$ cat src/rtl/tipi_pkg.sv
// tipi_pkg: shared FSM states and Pi pin encodings for the TIPI shift port
package tipi_pkg;
  typedef enum logic [1:0] {IDLE, TX, RX} state_t;
  localparam logic RT_READ  = 1'b0;
  localparam logic RT_WRITE = 1'b1;
  localparam logic CD_DATA  = 1'b0;
  localparam logic CD_CTRL  = 1'b1;
endpackage

$ cat src/rtl/tipi_sync_edge.sv
// tipi_sync_edge: multi-flop synchroniser; low E bits get a registered rise pulse, the rest are levels
module tipi_sync_edge #(
  parameter int STAGES = 2,
  parameter int W      = 1,
  parameter int E      = 1
) (
  input  logic             clk,
  input  logic             reset,
  input  logic [W-1:0]     din,
  output logic [W-E-1:0]   level,
  output logic [E-1:0]     rise
);
  logic [STAGES-1:0][W-1:0] sync;
  logic [E-1:0]             prev;
  // shift pins through the synchroniser, then register a one-cycle rise pulse
  always_ff @(posedge clk) begin
    if (reset) begin
      sync <= '0;
      prev <= '0;
      rise <= '0;
    end else begin
      sync <= {sync[STAGES-2:0], din};
      prev <= sync[STAGES-1][E-1:0];
      rise <= sync[STAGES-1][E-1:0] & ~prev;
    end
  end
  assign level = sync[STAGES-1][W-1:E];
endmodule

$ cat src/rtl/tipi_pi_shift_port.sv
// tipi_pi_shift_port: Pi-side serial port shifting TD/TC out and RD/RC in
module tipi_pi_shift_port
  import tipi_pkg::*;
#(
  parameter int               SYNC_STAGES = 2,
  parameter int               WIDTH       = 8,
  parameter logic [WIDTH-1:0] RD_RESET    = '0,
  parameter logic [WIDTH-1:0] RC_RESET    = '0
) (
  input  logic             clk,
  input  logic             reset,
  input  logic             r_clk,
  input  logic             r_le,
  input  logic             r_rt,
  input  logic             r_cd,
  input  logic             r_din,
  output logic             r_dout,
  input  logic [WIDTH-1:0] td_in,
  input  logic [WIDTH-1:0] tc_in,
  output logic [WIDTH-1:0] rd_out,
  output logic [WIDTH-1:0] rc_out,
  output logic             rd_strobe,
  output logic             rc_strobe,
  output logic             frame_err
);
  localparam logic [3:0] FULL = 4'(WIDTH);
  localparam logic [3:0] LAST = 4'(WIDTH - 1);
  logic             clk_rise, le_rise, rt, cd, din;
  logic [WIDTH-1:0] sreg, sel;
  logic [3:0]       cnt;
  logic             ovr, ld, sh, commit, err;
  state_t           state, state_n;
  tipi_sync_edge #(.STAGES(SYNC_STAGES), .W(5), .E(2)) u_sync (
    .clk   (clk),
    .reset (reset),
    .din   ({r_din, r_cd, r_rt, r_le, r_clk}),
    .level ({din, cd, rt}),
    .rise  ({le_rise, clk_rise})
  );
  assign sel = (cd == CD_CTRL) ? tc_in : td_in;
  // state register
  always_ff @(posedge clk) begin
    if (reset) state <= IDLE;
    else state <= state_n;
  end
  // next state; le_rise always wins over a coincident clk_rise
  always_comb begin
    state_n = state;
    unique case (state)
      IDLE:    state_n = le_rise ? ((rt == RT_WRITE) ? IDLE : TX)
                       : (clk_rise && rt == RT_WRITE) ? RX : IDLE;
      TX:      state_n = le_rise ? TX : (clk_rise && cnt == LAST) ? IDLE : TX;
      RX:      state_n = le_rise ? IDLE : RX;
      default: state_n = IDLE;
    endcase
  end
  // frame actions decoded from state and synchronised pin events
  always_comb begin
    ld     = le_rise && (state == TX || (state == IDLE && rt == RT_READ));
    sh     = clk_rise && !le_rise && (state != IDLE || rt == RT_WRITE);
    commit = le_rise && state == RX && cnt == FULL && !ovr;
    err    = le_rise && ((state == IDLE && rt == RT_WRITE) || (state == RX && !(cnt == FULL && !ovr)));
  end
  // shift register, bit counter, committed registers and one-cycle pulses
  always_ff @(posedge clk) begin
    if (reset) begin
      sreg      <= '0;
      cnt       <= '0;
      ovr       <= 1'b0;
      r_dout    <= 1'b0;
      rd_out    <= RD_RESET;
      rc_out    <= RC_RESET;
      rd_strobe <= 1'b0;
      rc_strobe <= 1'b0;
      frame_err <= 1'b0;
    end else begin
      rd_strobe <= commit && cd == CD_DATA;
      rc_strobe <= commit && cd == CD_CTRL;
      frame_err <= err;
      if (commit && cd == CD_DATA) rd_out <= sreg;
      if (commit && cd == CD_CTRL) rc_out <= sreg;
      if (ld) begin
        sreg   <= sel;
        cnt    <= '0;
        r_dout <= sel[WIDTH-1];
      end else if (sh) begin
        sreg <= (state == TX) ? sreg << 1 : {sreg[WIDTH-2:0], din};
        cnt  <= (state == IDLE) ? 4'd1 : (cnt == FULL) ? cnt : cnt + 4'd1;
        ovr  <= (state == IDLE) ? 1'b0 : ovr | (state == RX && cnt == FULL);
        if (state == TX) r_dout <= (cnt == LAST) ? 1'b0 : sreg[WIDTH-2];
      end
    end
  end
endmodule

$ cat config.mk
export PLATFORM = sky130hd
export DESIGN_NAME = tipi_pi_shift_port
export DESIGN_NICKNAME = d
export VERILOG_FILES = /design/src/rtl/tipi_pkg.sv /design/src/rtl/tipi_sync_edge.sv /design/src/rtl/tipi_pi_shift_port.sv
export SDC_FILE = /design/constraint.sdc
export NUM_CORES = 1
export LEC_CHECK = 0
export CAP_MARGIN = 10
export CORE_MARGIN = 3
export CORE_UTILIZATION = 37
export DETAILED_ROUTE_END_ITERATION = 10
export PLACE_DENSITY = 0.63
export SETUP_SLACK_MARGIN = 0.2
export SLEW_MARGIN = 20
export SYNTH_ARGS = -nofsm -noshare
export SYNTH_HDL_FRONTEND = slang
export SYNTH_HIERARCHICAL = 1
export SYNTH_SLANG_ARGS = --single-unit
export TNS_END_PERCENT = 20
$ cat constraint.sdc
create_clock -name clk -period 5.05 [get_ports clk]
set_clock_uncertainty 0.2 [all_clocks]
set_input_delay 0.7575 -clock clk [delete_from_list [all_inputs] [get_ports clk]]
set_output_delay 0.7575 -clock clk [all_outputs]
set_load 0.005 [all_outputs]
==> results.json <==
{
  "period_share": 0.419,
  "first_global_vias": 1397,
  "cpPeakStageDelay_ps": 520,
  "coreArea_um2": 5270,
  "post_drt_wl_per_cell_um": 13.5,
  "worst_pin_slew_ps": 518,
  "start_util": 0.393,
  "ios": 43,
  "diodes": 0,
  "die_h_um": 80.8,
  "numCtsBuffers": 5,
  "grt_max_degree": 49,
  "slew_viol_final": 0,
  "fmax_ghz": 0.473,
  "power.density_nw_per_um2": 276,
  "min_period_ps": 2120,
  "post-synth-top-area-cell": "dfxtp_1",
  "setup_viol": 0,
  "rows": 26,
  "area_growth_pct": 24.3,
  "synth_area_per_cell_um2": 10.2,
  "cts_tree": "built",
  "worstPathRequired_ps": 4090,
  "clockRootBuffer": "clkbuf_8",
  "hpwl_um": 2880,
  "critPathKind": "reg -> out",
  "clkSlewWorstSetupHoldPaths_ps": 90,
  "vdd_drop_max_mv": 0.190,
  "synth_area_um2": 2070,
  "worst_setup_path_start_kind": "flop",
  "crit_arrival_ps": 1160,
  "htreeDepth": 2,
  "yosys_register_bits": 49,
  "critPathBufInv": 1,
  "vias": 1520,
  "grt_usage": 0.134,
  "leakage_nw": 1.04,
  "yosysUniqueCellTypes": 42,
  "rsz0062_at_grt": "false",
  "mostFrequentLayoutCell": "dfxtp_1",
  "cap_violations": 0,
  "syn_inst": 203,
  "slew_headroom": 0.654,
  "crit_chain": "clkdlybuf4s50_1",
  "nNetsFinal": 264,
  "cts-resized-gates": 0,
  "clk_latency_ps": 290,
  "layout.cells.non_filler": 309,
  "hold_violations": 0,
  "chipWidth_um": 80.8,
  "cp_slowest_cell": "clkdlybuf4s50_1",
  "synth_top_area_share": 0.474,
  "gp_congestion": 0.786,
  "antenna_found_initial": 0,
  "outcome": "complete, no violations",
  "crit_fanout": 2,
  "ant_nets": 0,
  "crit_family": "buffers and inverters",
  "drc": 0,
  "drive_gt1_frac": 0.117,
  "synth_area_leaders": "dfxtp_1, mux2i_1, nor2_1",
  "layout_common_cells": "dfxtp_1, clkdlybuf4s50_1, nor2_1",
  "grt_pass1_wl_um": 6790,
  "final_util": 0.488,
  "post-cts-setup-buffer-count": 0,
  "hold_path.class": "reg -> reg",
  "cp-end-kind": "output pin",
  "grt_overflow": 0,
  "place_inst": 302,
  "nFillCells": 520,
  "multi_input_area_um2": 958,
  "die_area_um2": 6530,
  "routed_via_density": 4.92,
  "tns_ps": 0,
  "register_area_um2": 981,
  "cts_hold_buffers": 0,
  "portBuffers": 42,
  "first_iter_violations": 83,
  "synth_nets": 228,
  "wl_um": 4160,
  "cts_sinks": 49,
  "firstDrtPassIters": 4,
  "yosys_warnings": 6,
  "cts_buffer_depth": 2,
  "yosysSeqAreaShare": 0.474
}
-- stage by stage --
step	area (um2)	worst slack, ps	total power, mW	hold slack, ps
after floorplan	2070	3280	0.433	190
after global placement	2470	2820	0.452	192
after detailed placement	2470	2790	0.452	193
after CTS	2570	2920	0.720	205
after global routing	2570	2890	0.741	223
final	2570	2930	0.710	204
-- registers in the layout, indices dropped and copies added, names as in the netlist, 2 cells and up --
register	count
sreg	8
u_sync/prev	2
u_sync/sync	7
state	2
cnt	4
u_sync/rise	2
u_sync/level	3
rd_out	8
rc_out	8
-- cell families after synthesis --
group / share of synthesized area
buf+inv: 0.0634
xor+xnor: 0.00423
flops: 0.474
compound gates: 0.0937
mux: 0.126
fa+ha+maj: 0.0121
simple gates: 0.227
-- cell usage after synthesis, drive strengths merged --
cell and number:
dfxtp 49, nor2 27, mux2i 17, nor2b 15, buf 10, a21oi 9
nand3 9, mux2 8, a22oi 6, nand2 6, clkbuf 4, inv 4
nand2b 4, a311oi 3, a31oi 3, and2b 3, o21ai 3, a211oi 2
ha 2, nand4 2, nor3 2, nor3b 2, or4 2, a2111oi 1
and2 1, and3 1, and3b 1, and4bb 1, nand3b 1, nand4b 1
nor4 1, o211ai 1, o21a 1, xor2 1
-- final timing paths --
| check | from | end | slack (ps) | cells after the start |
|---|---|---|---|---|
| min | u_sync/prev[0] | u_sync/rise[0] | 200 | 1 |
| max reg2reg | cnt[0] | cnt[2] | 3150 | 6 |
| min reg2reg | u_sync/prev[0] | u_sync/rise[0] | 200 | 1 |
| max | rc_out[3] | rc_out[3] | 2930 | 1 |
-- worst register-to-register path: stages, from the launching register on --
cell and delay, ps:
dfxtp_1 390, inv_1 70, ha_1 210, and3b_1 210, nor2b_1 160, or4_4 420
a211oi_2 170
-- metal layers --
layer / wire length (um) / track usage / vias to the layer above
met5: 0 / 0 / -
met2: 1790 / 0.200 / 32
li1: - / - / 770
met4: 44 / 0.0422 / 0
met3: 201 / 0.0344 / 5
met1: 2120 / 0.190 / 713
-- where the power goes --
part	switching (mW)	total (mW)	internal [mW]
Combinational	0.0163	0.0436	0.0273
Clock	0.124	0.268	0.144
Sequential	0.00621	0.399	0.393
-- final cells by class --
type	instances	area share
clock inverters	2	0.0136
multi-input cells	136	0.372
flip-flops and latches	49	0.381
repair buffers	43	0.166
clock buffers	5	0.0267
inverters	4	0.00583
well taps	70	0.0340
(Power assumes the default switching activity.)
